<file path="src/rtl/memory_controller_if.sv">
// rtl/memory_controller_if.sv - request, response and RAM byte-bus signals of the memory controller
interface memory_controller_if;
    logic        readyIn;
    logic        clearIn;
    logic        ifFlag;
    logic [31:0] ifAddr;
    logic [31:0] ifData;
    logic        ifOkFlag;
    logic        lsbFlag;
    logic [2:0]  lsbOp;
    logic [31:0] lsbAddr;
    logic [31:0] lsbDataOut;
    logic [31:0] lsbDataIn;
    logic        lsbOkFlag;
    logic [7:0]  memIn;
    logic [7:0]  memOut;
    logic [31:0] memAddr;
    logic        memWr;
    logic        ioBufferFull;

    modport slave (
        input  readyIn, clearIn, ifFlag, ifAddr, lsbFlag, lsbOp, lsbAddr, lsbDataOut,
               memIn, ioBufferFull,
        output ifData, ifOkFlag, lsbDataIn, lsbOkFlag, memOut, memAddr, memWr
    );

    modport master (
        output readyIn, clearIn, ifFlag, ifAddr, lsbFlag, lsbOp, lsbAddr, lsbDataOut,
               memIn, ioBufferFull,
        input  ifData, ifOkFlag, lsbDataIn, lsbOkFlag, memOut, memAddr, memWr
    );
endinterface

</file>
<file path="src/rtl/memory_controller.sv">
// rtl/memory_controller.sv - byte-serial RAM controller for fetch and LSB requests
// MEM_IO_STALL_EN: hold I/O-region store bytes while ioBufferFull is high.
module memory_controller #(
    parameter logic [31:0] IO_BASE = 32'h0003_0000
) (
    input  logic               clockIn,
    input  logic               resetIn,
    memory_controller_if.slave bus
);
    typedef enum logic [2:0] {IDLE, FETCH, LOAD, STORE, RESP} state_t;

    state_t      state_q, state_d;
    logic [31:0] addr_q, addr_d;
    logic [2:0]  len_q, len_d;
    logic [2:0]  cnt_q, cnt_d;
    logic [31:0] buf_q, buf_d;
    logic        lsb_q, lsb_d;
    logic        store_q, store_d;
    logic [31:0] if_data_q, if_data_d;
    logic [31:0] lsb_data_q, lsb_data_d;

    logic [2:0]  prev_cnt;
    logic [31:0] byte_addr;
    logic [31:0] pend_addr;
    logic        io_hold;
    logic        if_ok, lsb_ok, mem_wr;
    logic        if_ok_out, lsb_ok_out;
    logic [7:0]  mem_out;
    logic [31:0] mem_addr;

    assign prev_cnt  = cnt_q - 3'd1;
    assign byte_addr = addr_q + {29'd0, cnt_q};
    assign pend_addr = addr_q + {29'd0, prev_cnt};

`ifdef MEM_IO_STALL_EN
    assign io_hold = bus.ioBufferFull && (byte_addr >= IO_BASE);
`else
    assign io_hold = 1'b0;
`endif

    always_comb begin
        state_d    = state_q;
        addr_d     = addr_q;
        len_d      = len_q;
        cnt_d      = cnt_q;
        buf_d      = buf_q;
        lsb_d      = lsb_q;
        store_d    = store_q;
        if_data_d  = if_data_q;
        lsb_data_d = lsb_data_q;
        mem_addr   = 32'd0;
        mem_out    = 8'd0;
        mem_wr     = 1'b0;
        if_ok      = 1'b0;
        lsb_ok     = 1'b0;

        unique case (state_q)
            IDLE: begin
                if (bus.readyIn && !bus.clearIn) begin
                    cnt_d = 3'd0;
                    if (bus.lsbFlag) begin
                        addr_d  = bus.lsbAddr;
                        lsb_d   = 1'b1;
                        store_d = bus.lsbOp[2];
                        len_d   = bus.lsbOp[1] ? 3'd4 : (bus.lsbOp[0] ? 3'd2 : 3'd1);
                        buf_d   = bus.lsbOp[2] ? bus.lsbDataOut : 32'd0;
                        state_d = bus.lsbOp[2] ? STORE : LOAD;
                    end else if (bus.ifFlag) begin
                        addr_d  = bus.ifAddr;
                        lsb_d   = 1'b0;
                        store_d = 1'b0;
                        len_d   = 3'd4;
                        buf_d   = 32'd0;
                        state_d = FETCH;
                    end
                end
            end
            FETCH, LOAD: begin
                // While frozen, keep the RAM pointed at the byte still owed so memIn is valid on resume.
                mem_addr = (!bus.readyIn && cnt_q != 3'd0) ? pend_addr : byte_addr;
                if (bus.readyIn) begin
                    if (bus.clearIn) begin
                        state_d = IDLE;
                    end else begin
                        if (cnt_q != 3'd0) begin
                            buf_d[{prev_cnt[1:0], 3'b000} +: 8] = bus.memIn;
                        end
                        if (cnt_q == len_q) begin
                            state_d = RESP;
                        end else begin
                            cnt_d = cnt_q + 3'd1;
                        end
                    end
                end
            end
            STORE: begin
                mem_addr = byte_addr;
                mem_out  = buf_q[{cnt_q[1:0], 3'b000} +: 8];
                mem_wr   = bus.readyIn && !io_hold;
                if (mem_wr) begin
                    if (cnt_q == len_q - 3'd1) begin
                        state_d = RESP;
                    end else begin
                        cnt_d = cnt_q + 3'd1;
                    end
                end
            end
            RESP: begin
                if (bus.readyIn) begin
                    state_d = IDLE;
                    // A flush drops a finished read, but a store is already in memory and must be acknowledged.
                    if (store_q || !bus.clearIn) begin
                        if (lsb_q) begin
                            lsb_ok = 1'b1;
                            if (!store_q) begin
                                lsb_data_d = buf_q;
                            end
                        end else begin
                            if_ok     = 1'b1;
                            if_data_d = buf_q;
                        end
                    end
                end
            end
            default: state_d = IDLE;
        endcase
    end

    always_ff @(posedge clockIn) begin
        if (resetIn) begin
            state_q    <= IDLE;
            addr_q     <= 32'd0;
            len_q      <= 3'd0;
            cnt_q      <= 3'd0;
            buf_q      <= 32'd0;
            lsb_q      <= 1'b0;
            store_q    <= 1'b0;
            if_data_q  <= 32'd0;
            lsb_data_q <= 32'd0;
        end else begin
            state_q    <= state_d;
            addr_q     <= addr_d;
            len_q      <= len_d;
            cnt_q      <= cnt_d;
            buf_q      <= buf_d;
            lsb_q      <= lsb_d;
            store_q    <= store_d;
            if_data_q  <= if_data_d;
            lsb_data_q <= lsb_data_d;
        end
    end

    assign if_ok_out     = if_ok && !resetIn;
    assign lsb_ok_out    = lsb_ok && !resetIn;
    assign bus.ifOkFlag  = if_ok_out;
    assign bus.lsbOkFlag = lsb_ok_out;
    assign bus.ifData    = if_ok_out ? buf_q : if_data_q;
    assign bus.lsbDataIn = (lsb_ok_out && !store_q) ? buf_q : lsb_data_q;
    assign bus.memAddr   = mem_addr;
    assign bus.memOut    = mem_out;
    assign bus.memWr     = mem_wr && !resetIn;
endmodule
</file>
<file path="src/flat_wrapper.sv">
// flat-port wrapper written by rule: the top's interface ports become plain ports
module memory_controller_flat 
#(
    parameter logic [31:0] IO_BASE = 32'h0003_0000
)
  (clockIn, resetIn, bus_readyIn, bus_clearIn, bus_ifFlag, bus_ifAddr, bus_lsbFlag, bus_lsbOp, bus_lsbAddr, bus_lsbDataOut, bus_memIn, bus_ioBufferFull, bus_ifData, bus_ifOkFlag, bus_lsbDataIn, bus_lsbOkFlag, bus_memOut, bus_memAddr, bus_memWr);
  memory_controller_if bus_i ();
  input  logic clockIn;
  input  logic resetIn;
  input wire logic [$bits(bus_i.readyIn)-1:0] bus_readyIn;
  input wire logic [$bits(bus_i.clearIn)-1:0] bus_clearIn;
  input wire logic [$bits(bus_i.ifFlag)-1:0] bus_ifFlag;
  input wire logic [$bits(bus_i.ifAddr)-1:0] bus_ifAddr;
  input wire logic [$bits(bus_i.lsbFlag)-1:0] bus_lsbFlag;
  input wire logic [$bits(bus_i.lsbOp)-1:0] bus_lsbOp;
  input wire logic [$bits(bus_i.lsbAddr)-1:0] bus_lsbAddr;
  input wire logic [$bits(bus_i.lsbDataOut)-1:0] bus_lsbDataOut;
  input wire logic [$bits(bus_i.memIn)-1:0] bus_memIn;
  input wire logic [$bits(bus_i.ioBufferFull)-1:0] bus_ioBufferFull;
  output wire logic [$bits(bus_i.ifData)-1:0] bus_ifData;
  output wire logic [$bits(bus_i.ifOkFlag)-1:0] bus_ifOkFlag;
  output wire logic [$bits(bus_i.lsbDataIn)-1:0] bus_lsbDataIn;
  output wire logic [$bits(bus_i.lsbOkFlag)-1:0] bus_lsbOkFlag;
  output wire logic [$bits(bus_i.memOut)-1:0] bus_memOut;
  output wire logic [$bits(bus_i.memAddr)-1:0] bus_memAddr;
  output wire logic [$bits(bus_i.memWr)-1:0] bus_memWr;
  assign bus_i.readyIn = bus_readyIn;
  assign bus_i.clearIn = bus_clearIn;
  assign bus_i.ifFlag = bus_ifFlag;
  assign bus_i.ifAddr = bus_ifAddr;
  assign bus_i.lsbFlag = bus_lsbFlag;
  assign bus_i.lsbOp = bus_lsbOp;
  assign bus_i.lsbAddr = bus_lsbAddr;
  assign bus_i.lsbDataOut = bus_lsbDataOut;
  assign bus_i.memIn = bus_memIn;
  assign bus_i.ioBufferFull = bus_ioBufferFull;
  assign bus_ifData = bus_i.ifData;
  assign bus_ifOkFlag = bus_i.ifOkFlag;
  assign bus_lsbDataIn = bus_i.lsbDataIn;
  assign bus_lsbOkFlag = bus_i.lsbOkFlag;
  assign bus_memOut = bus_i.memOut;
  assign bus_memAddr = bus_i.memAddr;
  assign bus_memWr = bus_i.memWr;
  memory_controller #(.IO_BASE(IO_BASE)) u_core (.clockIn(clockIn), .resetIn(resetIn), .bus(bus_i));
endmodule
</file>
<file path="config.mk">
export PLATFORM = sky130hd
export DESIGN_NAME = memory_controller_flat
export DESIGN_NICKNAME = d
export VERILOG_FILES = /design/src/rtl/memory_controller_if.sv /design/src/rtl/memory_controller.sv /design/src/flat_wrapper.sv
export SDC_FILE = /design/constraint.sdc
export NUM_CORES = 1
export LEC_CHECK = 0
export CAP_MARGIN = 20
export CORE_ASPECT_RATIO = 0.9
export CORE_MARGIN = 1
export CORE_UTILIZATION = 55
export DETAILED_ROUTE_END_ITERATION = 10
export DONT_BUFFER_PORTS = 1
export GPL_TIMING_DRIVEN = 0
export PLACE_DENSITY = 0.77
export REMOVE_ABC_BUFFERS = 1
export SLEW_MARGIN = 20
export SYNTH_ARGS = -nofsm -noshare
export SYNTH_HDL_FRONTEND = slang
export SYNTH_SLANG_ARGS = --single-unit
</file>
<file path="constraint.sdc">
create_clock -name clockIn -period 10.96 [get_ports clockIn]
set_clock_uncertainty 0.1 [all_clocks]
set_input_delay 2.192 -clock clockIn [delete_from_list [all_inputs] [get_ports clockIn]]
set_output_delay 2.192 -clock clockIn [all_outputs]
set_load 0.02 [all_outputs]
</file>
==> results of run 1 <==
-- worst max-delay path, delay by kind of cell (launching register included) --
| family | cells | cell delay [ns] |
|---|---|---|
| compound gates | 1 | 0.94 |
| fa+ha+maj | 1 | 0.31 |
| buf+inv | 1 | 0.34 |
| flops | 1 | 1.05 |
| simple gates | 4 | 1.63 |
-- worst paths after layout --
| check | from | slack [ns] | cells after the start | end |
|---|---|---|---|---|
| max | u_core.cnt_q[0] | 3.97 | 7 | bus_memAddr[17] |
| min | u_core.if_data_q[25] | 0.35 | 2 | u_core.if_data_q[25] |
| max reg2reg | u_core.cnt_q[0] | 7.44 | 7 | u_core.buf_q[26] |
| min reg2reg | u_core.if_data_q[25] | 0.35 | 2 | u_core.if_data_q[25] |
-- cells in the final DEF (no fill, tap or decap), drive strengths merged, types with 6 or more instances in the layout --
cell / instances
nand2: 155
dfxtp: 139
nor2: 96
a21oi: 90
mux2: 65
a211oi: 50
mux2i: 35
nor3: 33
o21ai: 28
a22oi: 25
inv: 24
clkbuf: 19
a221oi: 18
nand3: 18
nand4: 17
ha: 12
or3: 12
nor2b: 11
o31ai: 10
buf: 9
o22ai: 8
mux4: 8
nor4: 7
xnor2: 6
or2: 6
nand2b: 6
o32ai: 6
xor2: 6
and2: 6
-- metrics by stage --
step | area [µm²] | hold slack, ns | total power [mW] | cells
finish | 9110 | 0.345 | 1.33 | 1189
global route | 9110 | 0.361 | 1.37 | 1189
CTS | 9090 | 0.348 | 1.33 | 1189
detailed placement | 8510 | 0.339 | 0.753 | 1157
global placement | 8310 | 0.333 | 0.746 | 1148
floorplan | 8060 | 0.328 | 0.701 | 950
-- final cells by class --
cell class | instances | share of cell area
multi-input combinational | 793 | 0.580
sequential | 139 | 0.305
clock buffer | 19 | 0.0497
tap | 198 | 0.0272
timing repair buffer | 9 | 0.0159
clock inverter | 13 | 0.0144
inverter | 18 | 0.00741
-- power breakdown --
part           internal (mW)  leakage (nW)  switching [mW]
sequential             0.530          1.13          0.0455
clock                  0.330         0.272           0.249
combinational         0.0682          1.65           0.106
total                  0.928          3.05           0.400
-- layer usage --
layer	global-route usage	up-vias	part of all wire
met5	0	-	0
met2	0.475	422	0.45
met4	0.127	0	0.023
met3	0.101	48	0.10
li1	-	3689	-
met1	0.421	3692	0.43
-- synthesized netlist by cell type (12+ instances only) --
cell	count	share of area
nand2_1	155	0.069
dfxtp_1	139	0.33
nor2_1	94	0.042
a21oi_1	90	0.054
mux2_2	65	0.087
clkbuf_1	52	0.023
a211oi_1	49	0.044
mux2i_1	35	0.042
nor3_1	31	0.018
o21ai_0	28	0.017
a22oi_1	24	0.021
buf_2	19	0.011
a221oi_1	18	0.019
inv_1	18	0.0081
nand3_1	18	0.011
nand4_1	16	0.012
ha_1	12	0.018
or3_1	12	0.0089
-- registers in the layout (all words and copies together), names as in the netlist --
signal and flops:
u_core.cnt_q 3, u_core.len_q 3, u_core.store_q 1, u_core.lsb_data_q 32
u_core.lsb_q 1, u_core.buf_q 32, u_core.if_data_q 32, u_core.state_q 3
u_core.addr_q 32
-- logic make-up (layout without fill, tap and decap cells) --
kind of cell | after synthesis | in the layout | share of synthesized area
compound gates | 276 | 276 | 0.221
xor+xnor | 13 | 13 | 0.0163
flops | 139 | 139 | 0.332
buf+inv | 98 | 59 | 0.0468
mux | 108 | 108 | 0.151
fa+ha+maj | 14 | 14 | 0.0227
simple gates | 382 | 382 | 0.211
==> impl_metrics.py, run 1 <==
metrics = {
    "sta": {
        "tightest_slew_ns": 1.10,
        "setup_viol": 0,
        "tns_ns": 0,
        "hold_viol": 0,
        "fmax_mhz": 143,
        "fin_crit_ns": 6.99,
        "period_share": 0.638,
        "slew_headroom": 0.265,
        "grt_setup_unrepaired": "false",
        "worst_slack_ns": 3.97,
        "report.final.slew_viol_count": 0,
    },
    "final_layout": {
        "antennaDiodeCount": 0,
        "final_util": 0.615,
        "fillers": 1287,
        "area_growth_syn_to_layout_pct": 8.67,
        "register_area_mm2": 0.00278,
        "multi_input_area_mm2": 0.00529,
        "drive_gt1_frac": 0.144,
        "fin_nets": 1106,
    },
    "cts": {
        "cts_resized": 0,
        "cts-htree-levels": 4,
        "holdBufCountCts": 0,
        "clock_sinks": 139,
        "post_cts_buffers": 0,
        "clk_path_buf_depth": 2,
        "cts_inserted_buffers": 17,
        "insertion_delay_ns": 0.43,
        "cts_tree": "built",
        "clkTransAtPathRegs_ns": 0.06,
        "clockRootBuffer": "clkbuf_16",
    },
    "floorplanning": {
        "initial_core_util": 0.566,
        "rows": 42,
        "die_h_um": 119,
        "dieArea_mm2": 0.0158,
        "core_area_mm2": 0.0148,
        "num_io_pins": 221,
        "die_width_um": 132,
    },
    "place": {
        "dpl.hpwl_mm": 16.6,
        "port-buffer-count": 0,
        "routabilityCongestion": 0.916,
        "dpl_worst_slack_ns": 4.15,
    },
    "yosys": {
        "synth_cell_type_count": 73,
        "synthArstFlopShare": 0,
        "syn_avg_cell_area_um2": 8.14,
        "yosys_warnings": 0,
        "synth-edff-count": 0,
        "synth_area_mm2": 0.00839,
        "yosysSeqAreaShare": 0.332,
        "ys.flop_type": "dfxtp_1",
        "synth-seq-cells": 139,
        "netlist_instances": 1030,
    },
    "detailed_routing": {
        "drtAntennaViolNets": 0,
        "firstDrtPassIters": 6,
        "vias": 7851,
        "viasPerCell": 6.60,
        "drc": 0,
        "drt-initial-drc-count": 926,
        "routed_wl_mm": 24.9,
        "wire_per_inst_um": 20.9,
    },
    "grt": {
        "grt_pass1_vias": 7137,
        "grt_overflow_total": 0,
        "antenna_found_initial": 0,
        "grt_max_degree": 140,
        "grt_pass1_wl_mm": 39.2,
        "grt_use_total": 0.317,
    },
    "min_path": {
        "hp-class": "register to register",
    },
    "critical_path": {
        "critPathRequiredTime_ns": 8.67,
        "cp_max_fo": 20,
        "worstSetupEndpointType": "primary output",
        "critPathMaxStageDelay_ns": 1.05,
        "cp_slowest_cell": "dfxtp_1",
        "crit_top_cell": "nor2_1",
        "critPathLaunchType": "register",
        "crit_arrival_ns": 4.70,
        "path_cells": "inv_1 > ha_1 > nor2b_1 > nand3b_1 > nor2_1 > nor2_1 > o41ai_1",
        "worstSetupPathType": "register to primary output",
    },
    "power_and_ir_drop": {
        "p_leak_nw": 3.05,
        "ir_drop_mv": 0.0985,
        "cellPowerDensity_mw_per_mm2": 146,
    },
    "flow_run": {
        "drv_cap": 0,
    },
    "outcome": {
        "outcome": "complete, no violations",
    },
}
Note: power is estimated with default switching activity, not from simulation.
==> run 2: changes to the inputs <==
- clock period: 10.96 -> 6.9 ns (I/O delays scaled with it)
==> results of run 2 <==
The final DEF is identical to that of run 1. Status: complete, no violations.
Main changes from that run: setup slack after placement 4.15 ns -> 1.09 ns; setup slack after layout 3.97 ns -> 0.723 ns; register-to-register setup slack 7.44 ns -> 3.38 ns; total power 1.33 mW -> 2.11 mW; worst IR drop on VDD 0.0985 mV -> 0.156 mV
==> run 3: changes to the inputs <==
- SLEW_MARGIN: 20 -> not set
==> impl_metrics.py, run 3 (synthesis results as in run 1) <==
metrics = {
    "outcome": {
        "outcome": "complete, no violations",
    },
    "floorplanning": {
        "dieArea_mm2": 0.0158,
        "die_width_um": 132,
        "core_area_mm2": 0.0148,
        "die_h_um": 119,
        "initial_core_util": 0.566,
        "rows": 42,
        "num_io_pins": 221,
    },
    "cts": {
        "cts_inserted_buffers": 17,
        "holdBufCountCts": 0,
        "clk_path_buf_depth": 2,
        "cts_tree": "built",
        "clockRootBuffer": "clkbuf_16",
        "insertion_delay_ns": 0.42,
        "clkTransAtPathRegs_ns": 0.07,
        "cts_resized": 0,
        "cts-htree-levels": 4,
        "clock_sinks": 139,
        "post_cts_buffers": 0,
    },
    "critical_path": {
        "crit_arrival_ns": 4.78,
        "r2r_slack_ns": 3.30,
        "critPathRequiredTime_ns": 5.42,
        "critPathLaunchType": "register",
        "cp_slowest_cell": "dfxtp_1",
        "regToRegStartpoint": "u_core.cnt_q[0]",
        "cp_max_fo": 20,
        "reg2reg_depth": 8,
        "r2r-end": "u_core.buf_q[20]",
        "path_cells": "inv_1 > ha_1 > nor2b_1 > nand3b_1 > nor3_1 > nor2_1 > o41ai_1",
        "critPathMaxStageDelay_ns": 1.07,
        "worstSetupPathType": "register to primary output",
        "worstSetupEndpointType": "primary output",
    },
    "final_layout": {
        "antennaDiodeCount": 0,
        "drive_gt1_frac": 0.142,
        "area_growth_syn_to_layout_pct": 9.19,
        "final_common_cell": "nand2_1",
        "final_cell_mix": "155 x nand2_1, 139 x dfxtp_1, 92 x nor2_1",
        "fillers": 1305,
        "final_util": 0.618,
        "fin_nets": 1113,
        "final_area_mm2": 0.00916,
    },
    "power_and_ir_drop": {
        "cellPowerDensity_mw_per_mm2": 226,
        "p_leak_nw": 3.11,
        "ir_drop_mv": 0.174,
        "finalPower_mw": 2.07,
    },
    "detailed_routing": {
        "routed_wl_mm": 24.8,
        "viasPerCell": 6.59,
        "routed.top_layer": "met4",
        "wl_met2_mm": 11.1,
        "drc": 0,
        "wirelength_met1_mm": 10.6,
        "firstDrtPassIters": 8,
        "wire_per_inst_um": 20.7,
        "vias": 7886,
        "met3WireLength_mm": 2.54,
        "drtAntennaViolNets": 0,
        "drt-initial-drc-count": 950,
    },
    "sta": {
        "slew_headroom": 0.193,
        "hold_viol": 0,
        "fin_crit_ns": 6.26,
        "tightest_slew_ns": 1.19,
        "tns_ns": 0,
        "setup_viol": 0,
        "timing.hold.ws_ns": 0.346,
        "period_share": 0.907,
        "grt_setup_unrepaired": "false",
        "report.final.slew_viol_count": 0,
        "fmax_mhz": 160,
    },
    "grt": {
        "grt_use_total": 0.313,
        "grt_max_degree": 140,
        "grt_pass1_wl_mm": 39.0,
        "grt_overflow_total": 0,
        "antenna_found_initial": 0,
        "grt_pass1_vias": 7136,
    },
    "place": {
        "dpl.hpwl_mm": 16.8,
        "dpl_cell_area_mm2": 0.00856,
        "port-buffer-count": 0,
        "routabilityCongestion": 0.916,
    },
    "min_path": {
        "hp-class": "register to register",
        "min_path_cells": 2,
        "holdPathEnd": "u_core.lsb_data_q[19]",
        "worstHoldStart": "u_core.lsb_data_q[19]",
    },
    "flow_run": {
        "drv_cap": 0,
    },
}
[run 3: worst max path at each step]
| stage | startpoint | endpoint | slack [ns] | depth (start not counted) |
|---|---|---|---|---|
| final | u_core.cnt_q[0] | bus_memAddr[31] | 0.64 | 7 |
| after global placement | bus_readyIn | bus_ifData[11] | 0.66 | 5 |
| after detailed placement | u_core.cnt_q[0] | bus_memAddr[28] | 1.11 | 9 |
| after floorplan | bus_readyIn | bus_ifData[0] | 1.63 | 5 |
| after global routing | u_core.cnt_q[0] | bus_memAddr[31] | 0.37 | 7 |
| after CTS | u_core.cnt_q[0] | bus_memAddr[28] | 0.63 | 9 |
[run 3: cell type report]
type	count	area, µm²	share of cell area
tap	198	248	0.0270
inverter	18	67.6	0.00738
timing repair buffer	16	259	0.0283
clock inverter	15	133	0.0145
clock buffer	17	425	0.0464
sequential	139	2780	0.304
multi-input combinational	793	5240	0.573
[run 3: per-layer routing]
metal / vias up / track usage
li1: 3701 / -
met4: 0 / 0.116
met3: 47 / 0.0988
met2: 416 / 0.480
met1: 3722 / 0.411
met5: - / 0
[run 3: power by group]
part	switching (mW)	leakage [nW]	internal (mW)
Clock	0.398	0.276	0.474
Combinational	0.168	1.70	0.113
Sequential	0.0724	1.13	0.842
Total	0.639	3.11	1.43
[run 3: worst max-delay path: cells and delay by family (launching register included)]
| kind | cells | cell delay (ns) |
|---|---|---|
| compound gates | 1 | 1.04 |
| fa+ha+maj | 1 | 0.30 |
| buf+inv | 1 | 0.32 |
| flops | 1 | 1.07 |
| simple gates | 4 | 1.62 |
[run 3: per-stage QoR]
| step | cells | worst slack (ns) |
|---|---|---|
| after global placement | 1148 | 0.662 |
| after detailed placement | 1161 | 1.11 |
| after CTS | 1193 | 0.629 |
| after floorplan | 950 | 1.63 |
| final | 1196 | 0.640 |
| after global routing | 1196 | 0.367 |
